File: config.mk
export PLATFORM = sky130hd
export DESIGN_NAME = stack_irq_sequencer
export DESIGN_NICKNAME = d
export VERILOG_FILES = /design/src/rtl/stack_irq_sequencer_pkg.sv /design/src/rtl/stack_irq_sequencer_irq_prio_enc.sv /design/src/rtl/stack_irq_sequencer.sv
export SDC_FILE = /design/constraint.sdc
export NUM_CORES = 1
export LEC_CHECK = 0
export BUFFER_PORTS_ARGS = -buffer_cell sky130_fd_sc_hd__buf_4
export CAP_MARGIN = 25
export CORE_MARGIN = 1.5
export CORE_UTILIZATION = 35
export CTS_CLUSTER_SIZE = 8
export DETAILED_ROUTE_END_ITERATION = 8
export PLACE_DENSITY = 0.63
export SLEW_MARGIN = 25
export SYNTH_ARGS = -nofsm -noshare
export SYNTH_HDL_FRONTEND = slang
export SYNTH_SLANG_ARGS = --single-unit
File: constraint.sdc
create_clock -name clk -period 3 [get_ports clk]
set_input_delay 0.15 -clock clk [delete_from_list [all_inputs] [get_ports clk]]
set_output_delay 0.15 -clock clk [all_outputs]
set_load 0.005 [all_outputs]
File: src/rtl/stack_irq_sequencer_pkg.sv
`default_nettype none
// ============================================================================
//  Module      : stack_irq_sequencer_pkg
//  Description : Shared widths, stack geometry and sequencer state encoding.
//  Revision    : 1.0 - initial release
// ============================================================================
package stack_irq_sequencer_pkg;

    localparam int PC_W        = 10;
    localparam int STACK_DEPTH = 16;
    localparam int DEPTH_W     = $clog2(STACK_DEPTH);

    typedef enum logic [1:0] {
        ST_IDLE   = 2'd0,
        ST_ENTER  = 2'd1,
        ST_VECTOR = 2'd2
    } state_e;

endpackage
`default_nettype wire

File: src/rtl/stack_irq_sequencer_irq_prio_enc.sv
`default_nettype none
// ============================================================================
//  Module      : irq_prio_enc
//  Description : Picks the highest-priority pending line that can pre-empt
//                whatever is currently in service (bit 0 = highest priority).
//  Revision    : 1.0 - initial release
// ============================================================================
module irq_prio_enc #(
    parameter int NIRQ  = 4,
    parameter int IDX_W = 2
) (
    input  logic [NIRQ-1:0]  pending_i,
    input  logic [NIRQ-1:0]  in_service_i,
    output logic             valid_o,
    output logic [IDX_W-1:0] index_o,
    output logic [NIRQ-1:0]  top_service_o
);

    logic [NIRQ-1:0] w_mask;
    logic [NIRQ-1:0] w_eligible;

    // Isolate the lowest set in-service bit; subtracting one yields every
    // strictly higher-priority line (all ones when nothing is in service).
    assign top_service_o = in_service_i & (~in_service_i + NIRQ'(1));
    assign w_mask        = top_service_o - NIRQ'(1);
    assign w_eligible    = pending_i & w_mask;

    always_comb begin
        valid_o = 1'b0;
        index_o = '0;
        for (int i = NIRQ - 1; i >= 0; i--) begin
            if (w_eligible[i]) begin
                valid_o = 1'b1;
                index_o = IDX_W'(i);
            end
        end
    end

endmodule
`default_nettype wire

File: src/rtl/stack_irq_sequencer.sv
`default_nettype none
// ============================================================================
//  Module      : stack_irq_sequencer
//  Description : Arbitrates CALL/RET/RETI and prioritised interrupt entry onto
//                the return-address stack; tracks depth and over/underflow.
//  Revision    : 1.0 - initial release
// ============================================================================
module stack_irq_sequencer
    import stack_irq_sequencer_pkg::*;
#(
    parameter int              NIRQ       = 4,
    parameter logic [PC_W-1:0] VEC_BASE   = 10'h3C0,
    parameter int              VEC_STRIDE = 4,
    parameter int              CAPACITY   = 15
) (
    input  logic            clk,
    input  logic            reset,
    input  logic [NIRQ-1:0] irq,
    input  logic            call_req,
    input  logic            ret_req,
    input  logic            reti_req,
    input  logic [PC_W-1:0] pc_in,
    output logic            st_push,
    output logic            st_pop,
    output logic            st_intr,
    output logic [PC_W-1:0] st_dato,
    output logic            vec_load,
    output logic [PC_W-1:0] vec_addr,
    output logic            cpu_stall,
    output logic [NIRQ-1:0] irq_ack,
    output logic [DEPTH_W-1:0] depth,
    output logic            ovf,
    output logic            unf
);

    localparam int IDX_W = (NIRQ > 1) ? $clog2(NIRQ) : 1;

    state_e              state_q, state_d;
    logic [NIRQ-1:0]     pending_q, pending_d;
    logic [NIRQ-1:0]     in_service_q, in_service_d;
    logic [NIRQ-1:0]     irq_prev_q;
    logic [IDX_W-1:0]    idx_q, idx_d;
    logic [DEPTH_W-1:0]  depth_q, depth_d;
    logic                ovf_q, ovf_d;
    logic                unf_q, unf_d;

    logic [NIRQ-1:0]     w_irq_rise;
    logic                w_valid;
    logic [IDX_W-1:0]    w_index;
    logic [NIRQ-1:0]     w_top_service;
    logic                w_full;
    logic                w_empty;

    irq_prio_enc #(
        .NIRQ  (NIRQ),
        .IDX_W (IDX_W)
    ) u_prio (
        .pending_i     (pending_q),
        .in_service_i  (in_service_q),
        .valid_o       (w_valid),
        .index_o       (w_index),
        .top_service_o (w_top_service)
    );

    assign w_irq_rise = irq & ~irq_prev_q;
    assign w_full     = (depth_q == DEPTH_W'(CAPACITY));
    assign w_empty    = (depth_q == '0);

    // The stack adds one on push; RETI's s_intr strips it again on return.
    assign st_dato = pc_in;
    assign depth   = depth_q;
    assign ovf     = ovf_q;
    assign unf     = unf_q;

    always_comb begin
        state_d      = state_q;
        idx_d        = idx_q;
        depth_d      = depth_q;
        ovf_d        = ovf_q;
        unf_d        = unf_q;
        in_service_d = in_service_q;
        st_push      = 1'b0;
        st_pop       = 1'b0;
        st_intr      = 1'b0;
        vec_load     = 1'b0;
        vec_addr     = '0;
        cpu_stall    = 1'b0;
        irq_ack      = '0;

        case (state_q)
            ST_IDLE: begin
                if (call_req) begin
                    if (w_full) begin
                        ovf_d = 1'b1;
                    end else begin
                        st_push = 1'b1;
                        depth_d = depth_q + DEPTH_W'(1);
                    end
                end else if (ret_req || reti_req) begin
                    if (w_empty) begin
                        unf_d = 1'b1;
                    end else begin
                        st_pop  = 1'b1;
                        st_intr = reti_req;
                        depth_d = depth_q - DEPTH_W'(1);
                        if (reti_req) begin
                            in_service_d = in_service_q & ~w_top_service;
                        end
                    end
                end else if (w_valid) begin
                    state_d = ST_ENTER;
                    idx_d   = w_index;
                end
            end

            ST_ENTER: begin
                cpu_stall = 1'b1;
                // A full stack abandons the entry; the line stays pending.
                if (w_full) begin
                    ovf_d   = 1'b1;
                    state_d = ST_IDLE;
                end else begin
                    st_push = 1'b1;
                    depth_d = depth_q + DEPTH_W'(1);
                    state_d = ST_VECTOR;
                end
            end

            ST_VECTOR: begin
                vec_load            = 1'b1;
                vec_addr            = VEC_BASE + PC_W'(VEC_STRIDE) * PC_W'(idx_q);
                irq_ack[idx_q]      = 1'b1;
                in_service_d[idx_q] = 1'b1;
                state_d             = ST_IDLE;
            end

            default: state_d = ST_IDLE;
        endcase
    end

    assign pending_d = (pending_q & ~irq_ack) | w_irq_rise;

    always_ff @(posedge clk or posedge reset) begin
        if (reset) begin
            state_q      <= ST_IDLE;
            pending_q    <= '0;
            in_service_q <= '0;
            irq_prev_q   <= '0;
            idx_q        <= '0;
            depth_q      <= '0;
            ovf_q        <= 1'b0;
            unf_q        <= 1'b0;
        end else begin
            state_q      <= state_d;
            pending_q    <= pending_d;
            in_service_q <= in_service_d;
            irq_prev_q   <= irq;
            idx_q        <= idx_d;
            depth_q      <= depth_d;
            ovf_q        <= ovf_d;
            unf_q        <= unf_d;
        end
    end

endmodule
`default_nettype wire

# Yosys cells after proc, flatten, opt, wreduce, memory -nomap -nowiden
# Index checks and enable logic that the tools add are counted.
[word_totals] register_bits=22 inputBits=19 out_inout_bits=35 wordCells=95
[op_classes] n_addsub=5 order_cmp=2 n_eq_ne=12 muxes=43 bitwise=13 n_reduce_logical=12
[op_table] operator="$mux W4" n=9
[op_table] operator="$and A4 B4 Y4" n=5
[op_table] operator="$mux W1" n=19
[op_table] operator="$mux W2" n=8
[op_table] operator="$not A4 Y4" n=4
[op_table] operator="$pmux W4 S2" n=2
[op_table] operator="$ne A2 B2 Y1 const B" n=6
[op_table] operator="$mux W10" n=1
[op_table] operator="$add A4 B1 Y4 const B" n=2
[op_table] operator="$add A7 B5 Y8 const A" n=1
[op_table] operator="$or A4 B4 Y4" n=2
[op_table] operator="$reduce_and A4 Y1" n=2
[op_table] operator="$sub A4 B1 Y4 const B" n=2
[op_table] operator="$ne A3 B3 Y1 const B" n=2
[op_table] operator="$reduce_and A3 Y1" n=2
[op_table] operator="$reduce_and A5 Y1" n=1
[op_table] operator="$eq A4 B4 Y1 const B" n=1
[op_table] operator="$logic_not A4 Y1" n=1
[op_table] operator="$pmux W1 S2" n=2
[op_table] operator="$pmux W2 S2" n=1
[op_table] operator="$reduce_bool A2 Y1" n=2
[op_table] operator="$lt A2 B3 Y1 const B" n=1
[op_table] operator="$demux W1 S2" n=1
[op_table] operator="$eq A2 B1 Y1 const B" n=1
[op_table] operator="8 further kinds" n=9

# Logic depth before layout (Yosys ltp)
# Gate-level depths: netlist of run 1.
[depth] ltp_word=13 depth_mapped=7

# By module
# A second synthesis of run 1 with hierarchy kept.
[hier_totals] cells_unflattened=133 hier_area_um2=1256.2
[by_module_without_submodules] mod="stack_irq_sequencer" n_inst=1 cells_each=119 area_per_inst_um2=1168.6 seq_area_each_um2=550.5
[by_module_without_submodules] mod="irq_prio_enc" n_inst=1 cells_each=14 area_per_inst_um2=87.6 seq_area_each_um2=0.0

# Worst setup path after synthesis of run 1
# No wires, ideal clock.
[synth_timing] path_kind="reg-to-reg" start="reg depth_q[0] (netlist: depth[0])" end="reg depth_q[1] (netlist: depth[1])" setup_ns=0.124 arrival_ns=1.615 path_slack_ns=1.261 stages_incl_launch_ff=8 period_less_slack_ns=1.739 cell_sequence="dfrtp_1 inv_1 ha_1 or3b_4 o21ai_2 a21o_4 nor3_1 a211o_1"
[synth_via] elab_chain_cells=5
[synth_rtl] item="start: declaration" line="stack_irq_sequencer.sv:43" rtl="logic [DEPTH_W-1:0] depth_q, depth_d;"
[synth_rtl] item="start signal: assignment" line="stack_irq_sequencer.sv:159" rtl="depth_q <= depth_d;"
[synth_rtl] item="$sub A4 B1 Y4" line="stack_irq_sequencer.sv:105" rtl="depth_d = depth_q - DEPTH_W'(1);"
[synth_rtl] item="$mux W4" line="stack_irq_sequencer.sv:100" rtl="if (w_empty) begin"
[synth_rtl] item="$mux W4" line="stack_irq_sequencer.sv:99" rtl="end else if (ret_req || reti_req) begin"
[synth_rtl] item="$mux W4" line="stack_irq_sequencer.sv:92" rtl="if (call_req) begin"
[synth_rtl] item="$pmux W4 S2" line="stack_irq_sequencer.sv:90" rtl="case (state_q)"
# Several ways; a longest one is shown, not always the timed one. The select of a mux whose other input is x is not followed.
# A chain may end at the register's enable or synchronous reset.

# Worst setup path in the final report of run 1
[layout_timing] start="reg depth_q[0] (netlist: depth[0])" end="out st_pop"
[layout_via] elab_chain_cells=5
[layout_rtl] item="$logic_not A4 Y1" line="stack_irq_sequencer.sv:67" rtl="assign w_empty = (depth_q == '0);"
[layout_rtl] item="$mux W1" line="stack_irq_sequencer.sv:100"
[layout_rtl] item="$mux W1" line="stack_irq_sequencer.sv:99"
[layout_rtl] item="$mux W1" line="stack_irq_sequencer.sv:92"
[layout_rtl] item="$mux W1" line="stack_irq_sequencer.sv:90"
[layout_rtl] item="end: declaration" line="stack_irq_sequencer.sv:24" rtl="output logic st_pop,"
# Every way passes these cells.

==> flow_summary_export.csv, run 1 <==
group,metric,value,unit
finish,syn2layout_area_growth,18.2,%
sta,finalCriticalPeriod,2.12,ns
synth,synthTopCellsByArea,"dfrtp_1 45%, buf_4 11%, a21oi_1 4.5%, inv_1 4.3%, nor2_1 3.1%",
setup_path,cp_data_required_time,2.85,ns
pwr,power.density,752,nW/um^2
setup_path,critPathMaxFanout,8,
finish,nNetsFinal,170,
drt,top_layer,"met4",
drt,vias,950,
global_route,grt_max_degree,23,
finish,instances_no_fill,194,
pwr,combPwrFrac,35.6,%
sta,rsz0062_at_grt,"no",
pwr,p_switching,0.373,mW
drt,wl_met3,163,um
cts,cts_root_buf,"clkbuf_4",
synth,synth_top_area_cell,"dfrtp_1",
global_route,track_usage,13.4,%
synth,yosysMostFrequentCell,"dfrtp_1",
sta,tns,0,ns
pwr,p_total,1.09,mW
drt,detail-route-antenna-nets,0,
drt,first_pass_iters,4,
outcome,violations,"hold timing",
place,port-buffer-count,29,
min_path,worstHoldPathType,"primary input to asynchronous set/reset pin",
setup_path,critPathCaptureType,"output pin",
drt,first_iter_violations,38,
drt,m1WireLength,1060,um
sta,final.period_utilization,70.8,%
global_route,grt_antenna_before_repair,0,
synth,ys_seq_area_share,45.1,%
sta,hold_violations,22,
die,pin_count,54,
sta,tightest_slew,0.836,ns
setup_path,rr_endpoint,"depth[1]",
drt,wl_met2,1150,um
pwr,pwr-share-seq,43.2,%
synth,synth_area,1220,um^2
cts,clk_latency,0.31,ns
setup_path,crit_type,"flip-flop to output pin",
die,die_h,62.1,um
pwr,switching_share,34.4,%
die,floorplan.initialDensity,36.6,%
synth,avgSynthCellArea,9.47,um^2
setup_path,path_cells,"inv_1 > ha_1 > or3b_4 > o21ai_2 > a21o_4 > nor2_1 > buf_4",
synth,synth_top_cell_area_share,45.1,%
synth,synth_cells,129,
die,fp.dieArea,3850,um^2
global_route,grt_pass1_wl,3790,um
finish,drive_gt1_share,25.7,%
drt,routedWlPerCell,12.4,um
synth,synth-edff-count,0,
cts,clockBufferDepth,2,
global_route,grt_pass1_vias,845,
pwr,pwr-share-clk,21.2,%
synth,ys_ff_latch,22,
finish,n_fill_cell,333,
synth,synthDistinctLibCells,39,
setup_path,rrSetupSlack,1.08,ns
place,dp_hpwl,1820,um
sta,holdWs,-0.0129,ns
sta,skew,0.00160,ns
setup_path,critPathMaxStageDelay,0.46,ns
cts,tritoncts,"done",
synth,synth-async-reset-ratio,100,%
cts,clock-sinks,22,
pwr,intPower,0.713,mW
global_route,grt.overflow.total,0,
synth,synthTopCellsByCount,"22 x dfrtp_1, 18 x buf_4, 14 x inv_1, 11 x a21oi_1, 10 x nor2_1",
place,placed_cells,186,
finish,diodes,0,
die,core,3340,um^2
drt,drt-vias-per-instance,4.90,
synth,ys_warn_count,0,
sta,finalSetupViolCount,0,
outcome,status,"finished, violations left",
job,cap_violations,0,
cts,clk_pin_slew,0.13,ns
setup_path,cp.arrival,1.97,ns
sta,fmax,0.471,GHz
setup_path,start_kind,"flip-flop",
drt,routed_wl,2400,um
finish,fin_util,43.3,%
cts,htreeDepth,1,
setup_path,reg2reg_depth,7,
pwr,peakVddDrop,396,uV
pwr,p_leak,0.735,nW
place,gp_congestion,0.915,
sta,relSlewSlack,44.2,%
setup_path,slowest_stage,"dfrtp_1",
drt,drc,0,
die,chipWidth,62.1,um
sta,drv_slew,0,
cts,post_cts_resized,0,
setup_path,timing.rr.start,"depth[0]",
synth,synthFlopType,"dfrtp_1",
die,rows,21,
cts,cts_buffers,3,
[registers in the layout, indices dropped and copies added, names as in the netlist]
register and count:
idx_q 2, state_q 2, ovf 1, depth 4, in_service_q 4, unf 1, pending_q 4, irq_prev_q 4
[stage by stage]
step,worst slack [ns],instance area [um^2]
final,0.876,1440
after global routing,0.712,1440
after CTS,0.863,1440
after detailed placement,1.11,1350
after global placement,1.21,1350
after floorplan,1.26,1230
[logic make-up after synthesis]
kind of cell	count (synthesis)	synth area share [%]
compound gates	32	17.6
mux	2	1.84
simple gates	34	15.3
other cells	1	0.307
flops	22	45.1
xor+xnor	1	0.717
buf+inv	35	17.1
fa+ha+maj	2	2.05
[worst max-delay path by stage]
stage                          start  depth (start not counted)  slack, ns         end
after floorplan             depth[0]                          7       1.26    depth[1]
after global placement      depth[0]                          7       1.21    depth[1]
after detailed placement    depth[1]                          7       1.11    depth[1]
after CTS                 state_q[1]                          3       0.86  irq_ack[0]
after global routing      state_q[1]                          3       0.71  irq_ack[0]
final                       depth[0]                          7       0.88      st_pop
[layer usage]
layer | vias up | track usage [%]
met5 | - | 0
li1 | 459 | -
met1 | 449 | 17.3
met3 | 4 | 4.76
met4 | 0 | 3.65
met2 | 38 | 21.4
[layout by cell type, fill, tap and decap left out, drive strengths merged, types with 2 or more instances in the layout]
cell type	instances
o31ai	2
conb	4
mux2	2
dfrtp	22
a21oi	11
nand3	4
nor3	4
dlygate4sd3	4
ha	2
o21a	2
inv	14
nand2	2
buf	29
nand2b	2
o21ai	4
clkbuf	3
and3	2
nor3b	2
nor2	10
o22ai	4
[final cells by class]
type | count | area (um^2) | area share, %
flip-flops and latches | 22 | 551 | 38.1
repair buffers | 33 | 258 | 17.9
clock buffers | 3 | 22.5 | 1.56
multi-input cells | 75 | 473 | 32.8
well taps | 46 | 57.6 | 3.99
inverters | 14 | 52.6 | 3.64
clock inverters | 1 | 30.0 | 2.08
[worst max-delay path: cells and delay by family, from the launching register on]
kind	cells	cell delay, ns
AO/OA/AOI/OAI	2	0.26
flip-flops	1	0.46
buffers and inverters	2	0.27
adder cells (fa/ha/maj)	1	0.20
AND/OR/NAND/NOR	2	0.45
[power by group through the flow]
stage	clock network, mW	logic [mW]	registers, mW
6_report	0.230	0.386	0.469
5_1_grt	0.246	0.436	0.483
3_3_place_gp	0	0.372	0.466
3_5_place_dp	0	0.384	0.473
4_1_cts	0.237	0.389	0.467
2_1_floorplan	0	0.301	0.431
[timing repair]
item                                   CTS  global route
endpoints found under the hold margin    4             0
setup buffers                            0             0
hold buffers                             4             0
Power figures use the tool's default switching activity.
==> run 2, diff against run 1 <==
--- a/config.mk
+++ b/config.mk
@@ -5,13 +5,14 @@
 export SDC_FILE = /design/constraint.sdc
 export NUM_CORES = 1
 export LEC_CHECK = 0
+export ABC_AREA = 1
 export BUFFER_PORTS_ARGS = -buffer_cell sky130_fd_sc_hd__buf_4
 export CAP_MARGIN = 25
 export CORE_MARGIN = 1.5
 export CORE_UTILIZATION = 35
 export CTS_CLUSTER_SIZE = 8
 export DETAILED_ROUTE_END_ITERATION = 8
-export PLACE_DENSITY = 0.63
+export PLACE_DENSITY = 0.65
 export SLEW_MARGIN = 25
 export SYNTH_ARGS = -nofsm -noshare
 export SYNTH_HDL_FRONTEND = slang
==> constraint.sdc (replaced) <==
create_clock -name clk -period 1.83 [get_ports clk]
set_input_delay 0.0915 -clock clk [delete_from_list [all_inputs] [get_ports clk]]
set_output_delay 0.0915 -clock clk [all_outputs]
set_load 0.005 [all_outputs]
==> run 2 against run 1 <==
Effect of this change: the run now ends clean; final cell count is 22% higher; wire length is 0.67% lower; flip-flop and latch count stayed put; largest power group is now combinational logic; highest routed layer unchanged.
==> flow_summary_export.csv, run 2 <==
group,metric,value,unit
sta,drv_slew,0,
setup_path,rrSetupSlack,0.45,ns
finish,n_fill_cell,353,
synth,synth_cells,166,
synth,synth_top_cell_area_share,42.6,%
finish,final_common_cell,"nand2_1",
setup_path,critPathMaxStageDelay,0.42,ns
synth,synthTopCellsByArea,"dfrtp_1 43%, buf_4 10%, nand2_1 10%, inv_1 6.7%, nor2_1 4.6%",
finish,nNetsFinal,212,
synth,synth_mux_area_share,0,%
global_route,track_usage,13.0,%
die,chipWidth,63.8,um
global_route,busiest_layer,"met2",
die,die_h,63.8,um
sta,holdWs,0.183,ns
cts,clockBufferDepth,2,
finish,fin_util,45.7,%
sta,tns,0,ns
drt,first_iter_violations,16,
synth,synthDistinctLibCells,25,
cts,cts.hold.buffers_added,5,
synth,synth-simple-area-share,26.5,%
setup_path,crit_type,"flip-flop to output pin",
setup_path,path_cells,"inv_1 > ha_1 > nand3_2 > inv_2 > nor2_4 > buf_4",
die,rows,21,
global_route,grt_pass1_vias,985,
cts,tritoncts,"done",
drt,drc,0,
setup_path,slowest_stage,"dfrtp_1",
drt,first_pass_iters,4,
sta,skew,0.00270,ns
cts,clk_pin_slew,0.08,ns
pwr,p_switching,0.757,mW
sta,finalSetupViolCount,0,
finish,final_cell_mix,"36 x nand2_1, 30 x buf_4, 23 x inv_1",
cts,clk_latency,0.26,ns
drt,routed_wl,2390,um
pwr,pwr-share-clk,21.9,%
synth,synthAdderAreaFrac,1.93,%
global_route,grt.met2_usage,20.3,%
sta,rsz0062_at_grt,"no",
cts,postCtsSetupRepairBufs,0,
synth,synth_top_family_by_area,"simple AND/OR/NAND/NOR gates",
sta,fmax,0.630,GHz
die,core,3440,um^2
setup_path,critPathMaxFanout,5,
finish,final_area,1570,um^2
setup_path,critPathBufInv,3,
place,gp_congestion,0.842,
global_route,grt_pass1_wl,4280,um
pwr,intPower,1.27,mW
global_route,grt_max_degree,23,
synth,synth_xor_area_share,0.677,%
synth,synth-async-reset-ratio,100,%
setup_path,critPathCaptureType,"output pin",
die,floorplan.initialDensity,37.6,%
setup_path,start_kind,"flip-flop",
drt,detail-route-antenna-nets,0,
synth,ys_ff_latch,22,
die,fp.dieArea,4070,um^2
synth,synth_area,1290,um^2
global_route,use_met3,1.76,%
place,post_dp_cell_area,1450,um^2
cts,cts_buffers,3,
sta,final.period_utilization,86.7,%
place,port-buffer-count,29,
drt,vias,1004,
pwr,switching_share,37.3,%
die,pin_count,54,
place,placed_cells,227,
synth,ys_seq_area_share,42.6,%
min_path,worstHoldPathType,"primary input to output pin",
synth,synthTopCellsByCount,"36 x nand2_1, 23 x inv_1, 22 x dfrtp_1, 18 x buf_4, 16 x nor2_1",
synth,synth-compound-area-share,8.61,%
drt,drt-vias-per-instance,4.25,
setup_path,path_delay_family,"flip-flops",
synth,avgSynthCellArea,7.79,um^2
cts,htreeDepth,1,
global_route,grt_antenna_before_repair,0,
synth,ys_warn_count,0,
place,dp_hpwl,1850,um
finish,syn2layout_area_growth,21.7,%
pwr,power.density,1290,nW/um^2
cts,cts_root_buf,"clkbuf_8",
pwr,combPwrFrac,40.3,%
outcome,status,"finished clean",
synth,synthFlopType,"dfrtp_1",
pwr,p_leak,0.894,nW
job,cap_violations,0,
sta,hold_violations,0,
global_route,met1_usage,18.3,%
synth,synth_top_area_cell,"dfrtp_1",
setup_path,cp_data_required_time,1.74,ns
synth,yosysMostFrequentCell,"nand2_1",
sta,finalCriticalPeriod,1.59,ns
pwr,pwr-share-seq,37.8,%
synth,synth-edff-count,0,
cts,post_cts_resized,0,
setup_path,cp.arrival,1.49,ns
finish,instances_no_fill,236,
drt,routedWlPerCell,10.1,um
finish,drive_gt1_share,29.5,%
finish,diodes,0,
cts,clock-sinks,22,
global_route,grt.overflow.total,0,
pwr,peakVddDrop,529,uV
==> run 2: routing by layer <==
metal	vias to the layer above	routed length (um)
met5	-	0
met4	0	28
met3	2	101
met2	23	1090
met1	446	1170
li1	533	-
==> run 2: worst paths after layout <==
check	from	end	cells after the start
max in group asynchronous	reset	unf	4
hold / removal	pc_in[1]	st_dato[1]	0
setup / recovery	depth[0]	st_intr	6
hold reg to reg	irq_prev_q[3]	pending_q[3]	1
min in group asynchronous	reset	ovf	4
setup reg to reg	depth[0]	depth[1]	9
==> run 2: power by group through the flow <==
stage / registers (mW) / logic [mW] / clock network (mW)
3_5_place_dp: 0.780 / 0.811 / 0
5_1_grt: 0.797 / 0.947 / 0.479
3_3_place_gp: 0.772 / 0.813 / 0
2_1_floorplan: 0.755 / 0.581 / 0
6_report: 0.767 / 0.819 / 0.445
4_1_cts: 0.772 / 0.828 / 0.461
==> run 2: logic make-up after synthesis <==
group | count (synthesis)
flip-flops | 22
other | 1
adder cells (fa/ha/maj) | 2
AO/OA/AOI/OAI | 18
XOR/XNOR | 1
AND/OR/NAND/NOR | 73
buffers and inverters | 49
==> run 2: worst register-to-register path, cell delays in order, from the launching register on <==
cell and delay, ns:
dfrtp_1 0.43, inv_1 0.14, ha_1 0.22, nand3_2 0.11, nand2_2 0.11, nand2_4 0.07, nand2_2 0.08, nand2_1 0.05
nand2_1 0.05, inv_1 0.04
==> run 2: stage by stage <==
stage | total power [mW] | setup slack [ns]
final | 2.03 | 0.244
after global placement | 1.58 | 0.511
after CTS | 2.06 | 0.226
after global routing | 2.22 | 0.143
after detailed placement | 1.59 | 0.466
after floorplan | 1.34 | 0.568
==> run 2: cell type report <==
class                           count  area, um^2  area share [%]
Sequential cell                    22         551            35.0
Multi-Input combinational cell     98         503            32.0
Timing Repair Buffer               35         275            17.5
Inverter                           31         116            7.39
Tap cell                           46        57.6            3.66
Clock buffer                        3        41.3            2.62
Clock inverter                      1        30.0            1.91
